<file path="src/rtl/trap_ctrl.sv">
// trap_ctrl: machine-mode trap sequencer between write-back, the CSR file and fetch.
// Accepts an exception, an enabled interrupt or an MRET while idle. It then
// flushes and stalls the pipeline, writes mepc/mcause/mtval/mstatus through the
// single CSR write port, and finally redirects fetch to the handler or to mepc.
// Optional feature: define TRAP_VECTORED_EN to enable vectored interrupt entry
// (mtvec[1:0]==2'b01). Without it, every trap targets the mtvec base.
// Ports:
//   clk_i, rst_i                      clock, async active-low reset
//   exc_req_i/exc_cause_i/exc_pc_i/exc_tval_i   WB exception request
//   mret_req_i                        WB retiring MRET
//   int_meip_i/int_mtip_i/int_msip_i  pending interrupt lines
//   int_pc_i, boundary_i              interrupt return pc, boundary qualifier
//   mie_i/mstatus_i/mtvec_i/mepc_i    current CSR values
//   csr_we_o/csr_waddr_o/csr_wdata_o/csr_ready_i  CSR write port
//   stall_o, flush_o                  pipeline control
//   redirect_valid_o/redirect_pc_o/redirect_ready_i  fetch redirect
//   trap_ack_o                        sequence complete (same cycle as redirect accept)
//   busy_o                            sequencer active
module trap_ctrl #(
  parameter int unsigned FLUSH_CYCLES = 2
) (
  input  logic        clk_i,
  input  logic        rst_i,
  input  logic        exc_req_i,
  input  logic [31:0] exc_cause_i,
  input  logic [31:0] exc_pc_i,
  input  logic [31:0] exc_tval_i,
  input  logic        mret_req_i,
  input  logic        int_meip_i,
  input  logic        int_mtip_i,
  input  logic        int_msip_i,
  input  logic [31:0] int_pc_i,
  input  logic        boundary_i,
  input  logic [31:0] mie_i,
  input  logic [31:0] mstatus_i,
  input  logic [31:0] mtvec_i,
  input  logic [31:0] mepc_i,
  output logic        csr_we_o,
  output logic [11:0] csr_waddr_o,
  output logic [31:0] csr_wdata_o,
  input  logic        csr_ready_i,
  output logic        stall_o,
  output logic        flush_o,
  output logic        redirect_valid_o,
  output logic [31:0] redirect_pc_o,
  input  logic        redirect_ready_i,
  output logic        trap_ack_o,
  output logic        busy_o
);

  localparam int unsigned CNT_W = 4;
  localparam logic [CNT_W-1:0] FLUSH_INIT = CNT_W'(FLUSH_CYCLES - 1);
  localparam logic [11:0] A_MEPC   = 12'h341;
  localparam logic [11:0] A_MCAUSE = 12'h342;
  localparam logic [11:0] A_MTVAL  = 12'h343;
  localparam logic [11:0] A_MSTAT  = 12'h300;
  localparam logic [31:0] C_MEI    = 32'h8000_000B;
  localparam logic [31:0] C_MSI    = 32'h8000_0003;
  localparam logic [31:0] C_MTI    = 32'h8000_0007;

  typedef enum logic [2:0] {
    S_IDLE, S_FLUSH, S_W_MEPC, S_W_MCAUSE, S_W_MTVAL, S_W_MSTAT, S_REDIRECT
  } state_t;

  typedef enum logic [1:0] {K_EXC, K_INT, K_RET} kind_t;

  state_t           r_state;
  kind_t            r_kind;
  logic [31:0]      r_cause, r_pc, r_tval, r_mstatus, r_mtvec, r_mepc;
  logic [CNT_W-1:0] r_cnt;
  logic             r_busy, r_flush, r_csr_we, r_redir_valid;
  logic [11:0]      r_csr_waddr;
  logic [31:0]      r_csr_wdata, r_redir_pc;

  logic [31:0] w_mip, w_irq_act, w_int_cause, w_mstat_new, w_base, w_target;
  logic        w_int_take;

  // Interrupt qualification and fixed cause priority MEI > MSI > MTI
  assign w_mip      = (32'(int_meip_i) << 11) | (32'(int_mtip_i) << 7) | (32'(int_msip_i) << 3);
  assign w_irq_act  = mie_i & w_mip;
  assign w_int_take = boundary_i & mstatus_i[3] & (|w_irq_act);

  always_comb begin
    w_int_cause = C_MTI;
    if (w_irq_act[11])     w_int_cause = C_MEI;
    else if (w_irq_act[3]) w_int_cause = C_MSI;
  end

  // New mstatus from the latched copy: trap entry stacks MIE, MRET unstacks it
  always_comb begin
    w_mstat_new        = r_mstatus;
    w_mstat_new[12:11] = 2'b11;
    if (r_kind == K_RET) begin
      w_mstat_new[3] = r_mstatus[7];
      w_mstat_new[7] = 1'b1;
    end else begin
      w_mstat_new[7] = r_mstatus[3];
      w_mstat_new[3] = 1'b0;
    end
  end

  // Redirect target from latched CSRs
  assign w_base = {r_mtvec[31:2], 2'b00};

  always_comb begin
    w_target = w_base;
    if (r_kind == K_RET) begin
      w_target = r_mepc & ~32'd3;
    end
`ifdef TRAP_VECTORED_EN
    else if (r_kind == K_INT && r_mtvec[1:0] == 2'b01) begin
      w_target = w_base + {25'd0, r_cause[4:0], 2'b00};
    end
`endif
  end

`ifndef TRAP_VECTORED_EN
  logic w_unused_mtvec_mode;
  assign w_unused_mtvec_mode = ^r_mtvec[1:0];
`endif

  // Sequencer: state, captured request and registered outputs
  always_ff @(posedge clk_i or negedge rst_i) begin
    if (!rst_i) begin
      r_state       <= S_IDLE;
      r_kind        <= K_EXC;
      r_cause       <= '0;
      r_pc          <= '0;
      r_tval        <= '0;
      r_mstatus     <= '0;
      r_mtvec       <= '0;
      r_mepc        <= '0;
      r_cnt         <= '0;
      r_busy        <= 1'b0;
      r_flush       <= 1'b0;
      r_csr_we      <= 1'b0;
      r_csr_waddr   <= '0;
      r_csr_wdata   <= '0;
      r_redir_valid <= 1'b0;
      r_redir_pc    <= '0;
    end else begin
      unique case (r_state)
        S_IDLE: begin
          if (exc_req_i || w_int_take || mret_req_i) begin
            if (exc_req_i) begin
              r_kind  <= K_EXC;
              r_cause <= exc_cause_i;
              r_pc    <= exc_pc_i;
              r_tval  <= exc_tval_i;
            end else if (w_int_take) begin
              r_kind  <= K_INT;
              r_cause <= w_int_cause;
              r_pc    <= int_pc_i;
              r_tval  <= '0;
            end else begin
              r_kind  <= K_RET;
              r_cause <= '0;
              r_pc    <= '0;
              r_tval  <= '0;
            end
            r_mstatus <= mstatus_i;
            r_mtvec   <= mtvec_i;
            r_mepc    <= mepc_i;
            r_cnt     <= FLUSH_INIT;
            r_busy    <= 1'b1;
            r_flush   <= 1'b1;
            r_state   <= S_FLUSH;
          end
        end
        S_FLUSH: begin
          if (r_cnt == '0) begin
            r_flush  <= 1'b0;
            r_csr_we <= 1'b1;
            if (r_kind == K_RET) begin
              r_csr_waddr <= A_MSTAT;
              r_csr_wdata <= w_mstat_new;
              r_state     <= S_W_MSTAT;
            end else begin
              r_csr_waddr <= A_MEPC;
              r_csr_wdata <= {r_pc[31:2], 2'b00};
              r_state     <= S_W_MEPC;
            end
          end else begin
            r_cnt <= r_cnt - 4'd1;
          end
        end
        S_W_MEPC: if (csr_ready_i) begin
          r_csr_waddr <= A_MCAUSE;
          r_csr_wdata <= r_cause;
          r_state     <= S_W_MCAUSE;
        end
        S_W_MCAUSE: if (csr_ready_i) begin
          r_csr_waddr <= A_MTVAL;
          r_csr_wdata <= r_tval;
          r_state     <= S_W_MTVAL;
        end
        S_W_MTVAL: if (csr_ready_i) begin
          r_csr_waddr <= A_MSTAT;
          r_csr_wdata <= w_mstat_new;
          r_state     <= S_W_MSTAT;
        end
        S_W_MSTAT: if (csr_ready_i) begin
          r_csr_we      <= 1'b0;
          r_csr_waddr   <= '0;
          r_csr_wdata   <= '0;
          r_redir_valid <= 1'b1;
          r_redir_pc    <= w_target;
          r_state       <= S_REDIRECT;
        end
        S_REDIRECT: if (redirect_ready_i) begin
          r_redir_valid <= 1'b0;
          r_redir_pc    <= '0;
          r_busy        <= 1'b0;
          r_state       <= S_IDLE;
        end
        default: r_state <= S_IDLE;
      endcase
    end
  end

  assign busy_o           = r_busy;
  assign stall_o          = r_busy;
  assign flush_o          = r_flush;
  assign csr_we_o         = r_csr_we;
  assign csr_waddr_o      = r_csr_waddr;
  assign csr_wdata_o      = r_csr_wdata;
  assign redirect_valid_o = r_redir_valid;
  assign redirect_pc_o    = r_redir_pc;
  // Ack must coincide with the accepted redirect, so it follows redirect_ready_i directly
  assign trap_ack_o       = (r_state == S_REDIRECT) & redirect_ready_i;

endmodule

</file>
<file path="config.mk">
export PLATFORM = sky130hd
export DESIGN_NAME = trap_ctrl
export DESIGN_NICKNAME = d
export VERILOG_FILES = /design/src/rtl/trap_ctrl.sv
export SDC_FILE = /design/constraint.sdc
export NUM_CORES = 1
export LEC_CHECK = 0
export CAP_MARGIN = 5
export CELL_PAD_IN_SITES_DETAIL_PLACEMENT = 1
export CELL_PAD_IN_SITES_GLOBAL_PLACEMENT = 1
export CORE_MARGIN = 2
export CORE_UTILIZATION = 38
export CTS_CLUSTER_DIAMETER = 60
export DETAILED_ROUTE_END_ITERATION = 10
export PLACE_DENSITY_LB_ADDON = 0.1
export SYNTH_ARGS = -nofsm -noshare
export SYNTH_HDL_FRONTEND = slang
export SYNTH_SLANG_ARGS = --single-unit
</file>
<file path="constraint.sdc">
create_clock -name clk_i -period 2.75 [get_ports clk_i]
set_clock_uncertainty 0.2 [all_clocks]
set_input_delay 0.4125 -clock clk_i [delete_from_list [all_inputs] [get_ports clk_i]]
set_output_delay 0.4125 -clock clk_i [all_outputs]
set_load 0.05 [all_outputs]
</file>
==> results of run 1 <==
[cell usage after synthesis, types with 6 or more instances]
library cell and count:
a21oi_1 21, o221ai_1 13, mux2_2 73, a31oi_1 20, nand3_1 64, inv_1 7
buf_4 11, mux2i_1 72, o21ai_0 81, buf_2 19, nand2_1 90, a22o_1 34
o2bb2ai_1 33, mux2_4 62, nor3_1 24, buf_6 10, nor2_1 23, dfrtp_1 263
nand2b_1 6, clkbuf_1 52, nor2b_1 8
[kinds of logic (layout without fill, tap and decap cells)]
| kind of cell | after synthesis | in the layout | share of synthesized area [%] |
|---|---|---|---|
| XOR/XNOR | 1 | 1 | 0.07157 |
| AND/OR/NAND/NOR | 231 | 231 | 8.832 |
| flip-flops | 263 | 263 | 53.77 |
| multiplexers | 207 | 207 | 20.21 |
| AO/OA/AOI/OAI | 229 | 229 | 12.64 |
| buffers and inverters | 101 | 412 | 4.242 |
| other | 1 | 11 | 0.03064 |
| adder cells (fa/ha/maj) | 2 | 2 | 0.2044 |
[power by group through the flow]
stage | clock network [mW] | registers (mW) | logic (mW)
floorplan | 0 | 8.10 | 5.25
global placement | 0 | 6.74 | 9.53
detailed placement | 0 | 6.82 | 9.72
CTS | 4.64 | 6.80 | 9.80
global route | 4.80 | 7.02 | 10.4
finish | 4.53 | 6.79 | 9.70
[final timing paths]
| path | endpoint | cells after the start |
|---|---|---|
| setup reg to reg | csr_wdata_o[18]$_DFFE_PN0P_ | 7 |
| min in group asynchronous | r_mtvec[9]$_DFFE_PN0P_ | 2 |
| max in group asynchronous | r_state[0]$_DFFE_PN0P_ | 3 |
| setup / recovery | trap_ack_o | 6 |
| hold / removal | r_cause[20]$_DFFE_PN0P_ | 3 |
| hold reg to reg | redirect_valid_o$_DFFE_PN0P_ | 2 |
[stage by stage]
| stage | power (mW) | instance area, um2 |
|---|---|---|
| finish | 21.02 | 16910 |
| detailed placement | 16.54 | 15740 |
| global placement | 16.27 | 15740 |
| global route | 22.25 | 16900 |
| CTS | 21.24 | 16900 |
| floorplan | 13.35 | 12270 |
[metal layers]
metal	GRT usage (%)	vias to the layer above	wire length, um
met5	0	-	13
met4	5.184	2	587
met3	4.556	39	2006
met2	34.67	241	16880
met1	30.74	4626	17240
li1	-	4330	-
[worst register-to-register path, stage by stage, from the launching register on]
cell	delay, ns
dfrtp_1	0.41
inv_1	0.10
ha_1	0.21
nor4bb_1	0.29
buf_4	0.17
o211a_1	0.15
or2_2	0.49
mux2_2	0.42
[state kept, by name, summed over array words and instances (netlist names)]
signal	count
r_kind	2
r_state	3
r_cause	32
redirect_pc_o	30
csr_we_o	1
csr_wdata_o	32
flush_o	1
redirect_valid_o	1
r_mstatus	30
r_mepc	30
r_tval	32
r_cnt	4
r_pc	30
busy_o	1
r_mtvec	30
csr_waddr_o	4
[layout make-up]
| type | instances | area share (%) |
|---|---|---|
| Clock buffer | 47 | 5.876 |
| Inverter | 7 | 0.1554 |
| Antenna cell | 2 | 0.02960 |
| Tap cell | 402 | 2.975 |
| Timing Repair Buffer | 343 | 20.34 |
| Sequential cell | 263 | 38.94 |
| Clock inverter | 15 | 0.9399 |
| Multi-Input combinational cell | 679 | 30.75 |
[timing repair]
| item | CTS | global route |
|---|---|---|
| buffers inserted | 0 | 0 |
| hold buffers | 1 | 0 |
| endpoints found under the setup margin | 0 | 0 |
| hold endpoints to repair | 66 | 0 |
==> results.json, run 1 <==
{
  "outcome": "finished clean",
  "synth_enable_flop_cells": 0,
  "worstHoldPathType": "in2reg",
  "io_buffers": 299,
  "fill_cells": 3303,
  "start_util_pct": 38.69,
  "seq_area_frac_synth_pct": 53.77,
  "overflow": 0,
  "num-nets-final": 1597,
  "crit_path_max_incr_delay_ns": 0.44,
  "setup.worst_path.start": "r_state[2]$_DFFE_PN0P_",
  "cp.required_ns": 2.14,
  "syn-instance-count": 1035,
  "fin_crit_ns": 2.632,
  "cts_resized": 0,
  "gp_congestion": 0.7457,
  "syn_area_um2": 12240,
  "crit_chain": "buf_4 > buf_4 > nor2b_1 > nand3_1 > inv_1 > buf_12",
  "die_y_um": 183.5,
  "grt_max_degree": 73,
  "peakVddDrop_mv": 0.6401,
  "fin_util_pct": 53.44,
  "netSwitchingFraction_pct": 39.07,
  "via_per_inst": 5.255,
  "cap_violations": 0,
  "die_x_um": 183.5,
  "dr.pass1.iters": 4,
  "grt_antenna_before_repair": 2,
  "cp-start-kind": "register",
  "hp-start": "exc_req_i",
  "pre_cts_ws_ns": 0.02666,
  "synth-main-ff-cell": "dfrtp_1",
  "final_common_cell": "clkdlybuf4s50_1",
  "reg2reg_setup_slack_ns": 0.19,
  "fin_ws_ns": 0.1183,
  "slew_viol_final": 0,
  "first_global_vias": 9950,
  "vias": 9238,
  "critical_path.most_common_cell": "buf_4",
  "num_rows": 65,
  "cts-buffers-inserted": 35,
  "core_um2": 31640,
  "maxSlewHeadroom_pct": 35.05,
  "area_delta_synth_final_pct": 38.12,
  "cts_tree": "yes",
  "cts.sinks": 263,
  "slowest_stage": "dfrtp_1",
  "synth_top_area_share_pct": 53.77,
  "finalHoldViolCount": 0,
  "max_freq_ghz": 0.3800,
  "drt-total-wl_mm": 36.73,
  "avgSynthCellArea_um2": 11.83,
  "power.internal_mw": 12.81,
  "cp_top_family": "buffers and inverters",
  "rr_startpoint": "r_cnt[0]$_DFFE_PN0P_",
  "yosysTopAreaCell": "dfrtp_1",
  "wl_per_cell_um": 20.89,
  "gr-usage-all-layers_pct": 21.85,
  "fin_crit_sh_pct": 95.70,
  "p_leak_nw": 7.492,
  "p_switching_mw": 8.214,
  "ys_top_cells_by_area": "dfrtp_1, mux2_4, mux2_2",
  "worst_slew_pin_slew_ns": 0.9699,
  "ant_nets": 0,
  "tns_ns": 0,
  "clk_pin_slew_ns": 0.06,
  "finalSetupViolCount": 0,
  "finalNonFillerCells": 1758,
  "cts_root_buf": "clkbuf_16",
  "boundaryPins": 348,
  "cp.buffers_inverters": 4,
  "rsz0062_at_grt": "no",
  "end_kind": "primary output",
  "yosysUniqueCellTypes": 51,
  "power_density_nw_per_um2": 1243,
  "insertion_delay_ns": 0.50,
  "layout_common_cells": "clkdlybuf4s50_1, dfrtp_1, nand2_1",
  "drive_above_1_share_pct": 18.32,
  "ys_ff_latch": 263,
  "worstPathArrival_ns": 2.02,
  "p_seq_share_pct": 32.3,
  "multiInputGateArea_um2": 5199,
  "hpwl_mm": 25.64,
  "dp.cells": 1693,
  "yosys_warnings": 0,
  "combPwrFrac_pct": 46.2,
  "grt_pass1_wl_mm": 57.35,
  "cp_max_fo": 15,
  "clockBufferDepth": 3,
  "critPathKind": "reg2out",
  "drt_iter0_drc": 470,
  "holdWs_ns": 0.08119,
  "clkPwrFrac_pct": 21.6,
  "async_reset_ff_share_pct": 100.0,
  "drc": 0,
  "final-seq-area_um2": 6583,
  "cts_htree_levels": 2,
  "dieArea_um2": 33660
}
Note: power is estimated with default switching activity, not from simulation.
==> inputs of run 2 (changes only) <==
==> constraint.sdc (replaced) <==
create_clock -name clk_i -period 2.59 [get_ports clk_i]
set_clock_uncertainty 0.2 [all_clocks]
set_input_delay 0.3885 -clock clk_i [delete_from_list [all_inputs] [get_ports clk_i]]
set_output_delay 0.3885 -clock clk_i [all_outputs]
set_load 0.05 [all_outputs]
==> run 2 against run 1 <==
- design area grew 0.43%
- die area unchanged
- via count grew 0.27%
- global-route usage barely moved
- combinational power up 7%
- utilization up 0.23 points
- worst setup slack better by 0.036 ns
- first-iteration DRC count increased by 7.9%
- sequential share of layout area down 0.17 points
- routed wire length shrank 0.17%
- flip-flop and latch count is the same
- non-clock buffer count increased by 5
- largest power group unchanged
- highest routed layer is now met4
==> results.json, run 2 (synthesis gave the netlist of run 1 again) <==
{
  "outcome": "finished clean",
  "dieArea_um2": 33660,
  "grt_max_degree": 66,
  "layout_common_cells": "clkdlybuf4s50_1, dfrtp_1, nand2_1",
  "hpwl_mm": 25.43,
  "drc": 0,
  "peakVddDrop_mv": 0.7838,
  "max_freq_ghz": 0.4106,
  "fill_cells": 3283,
  "rsz0062_at_grt": "no",
  "boundaryPins": 348,
  "die_y_um": 183.5,
  "maxSlewHeadroom_pct": 29.76,
  "grt_antenna_before_repair": 2,
  "finalSetupViolCount": 0,
  "fin_crit_sh_pct": 94.04,
  "drt-total-wl_mm": 36.66,
  "p_leak_nw": 7.526,
  "area_delta_synth_final_pct": 38.71,
  "first_global_vias": 9970,
  "insertion_delay_ns": 0.51,
  "final-seq-area_um2": 6583,
  "clockBufferDepth": 3,
  "holdWs_ns": 0.07331,
  "reg2reg_setup_slack_ns": 0.22,
  "fin_crit_ns": 2.436,
  "final_common_cell": "clkdlybuf4s50_1",
  "start_util_pct": 38.69,
  "multiInputGateArea_um2": 5199,
  "cts_setup_buffers": 0,
  "gr-usage-all-layers_pct": 21.88,
  "num-nets-final": 1601,
  "via_per_inst": 5.263,
  "cts_root_buf": "clkbuf_16",
  "overflow": 0,
  "cap_violations": 0,
  "critPathKind": "reg2out",
  "cts.sinks": 263,
  "ant_nets": 0,
  "core_um2": 31640,
  "grt_pass1_wl_mm": 57.48,
  "fin_ws_ns": 0.1543,
  "num_rows": 65,
  "power_density_nw_per_um2": 1311,
  "dr.pass1.iters": 4,
  "die_x_um": 183.5,
  "cts_tree": "yes",
  "finalHoldViolCount": 0,
  "finalNonFillerCells": 1760,
  "wl_per_cell_um": 20.83,
  "end_kind": "primary output",
  "cp.required_ns": 2.00,
  "pre_cts_ws_ns": -0.08736,
  "drive_above_1_share_pct": 18.51,
  "gp_congestion": 0.7674,
  "cp-start-kind": "register",
  "vias": 9263,
  "fin_util_pct": 53.67,
  "io_buffers": 299,
  "clk_pin_slew_ns": 0.06,
  "drt_iter0_drc": 507,
  "tns_ns": 0,
  "worstPathArrival_ns": 1.85,
  "dp.cells": 1698,
  "cts-buffers-inserted": 34,
  "cp_max_fo": 24,
  "cts_htree_levels": 2,
  "worstHoldPathType": "in2reg",
  "slew_viol_final": 0,
  "worst_slew_pin_slew_ns": 1.049
}
run 2: changes by cell type in the layout (fill, tap and decap cells not counted), sizes merged:
cell / delta
buf: +5
clkinv: -5
clkbuf: +4
bufinv: -2
inv: +1
clkinvlp: -1
run 2: worst paths after layout:
path                                                  to  cells after the start                    from
min in group asynchronous         r_mtvec[8]$_DFFE_PN0P_                      2                   rst_i
max in group asynchronous  redirect_pc_o[15]$_DFFE_PN0P_                      3                   rst_i
min reg2reg                         csr_we_o$_DFFE_PN0P_                      2    csr_we_o$_DFFE_PN0P_
max reg2reg                  csr_wdata_o[28]$_DFFE_PN0P_                      8    r_cnt[0]$_DFFE_PN0P_
min                              r_cause[26]$_DFFE_PN0P_                      3               exc_req_i
max                                           trap_ack_o                      5  r_state[2]$_DFFE_PN0P_
run 2: area by class of cell:
| class | count | share of cell area (%) |
|---|---|---|
| inverters | 7 | 0.1548 |
| multi-input cells | 679 | 30.62 |
| clock buffers | 51 | 6.234 |
| clock inverters | 8 | 0.4422 |
| repair buffers | 348 | 20.79 |
| diodes | 2 | 0.02948 |
| flip-flops and latches | 263 | 38.77 |
| well taps | 402 | 2.962 |
run 2: layer usage:
layer,part of all wire (%),vias to the layer above,GRT usage [%],wire (um)
met1,47,4617,30.85,17250
met4,1.8,0,5.216,669
met5,0,-,0,0
met2,45,255,34.43,16530
li1,-,4355,-,-
met3,6.0,36,4.814,2216
run 2: critical path, cell delays in order, from the launching register on:
cell and delay [ns]:
dfrtp_1 0.49, buf_6 0.26, nor2b_1 0.15, nand3_1 0.15, inv_1 0.14, buf_12 0.14
run 2: repair_timing:
item,CTS,global route
gates resized for setup,0,1
hold buffers,1,0
hold endpoints to repair,103,0
endpoints found under the setup margin,0,1
run 2: power breakdown:
part	internal [mW]	leakage [nW]	switching, mW	total (mW)
clock network	2.92	0.559	1.78	4.70
logic	4.62	3.73	5.75	10.4
registers	6.04	3.24	1.14	7.19
total	13.6	7.53	8.68	22.3
run 2: stage by stage:
step / power (mW) / area (um2)
floorplan: 14.18 / 12270
global placement: 17.35 / 15830
detailed placement: 17.62 / 15830
CTS: 22.51 / 16970
global route: 23.63 / 16980
finish: 22.26 / 16980
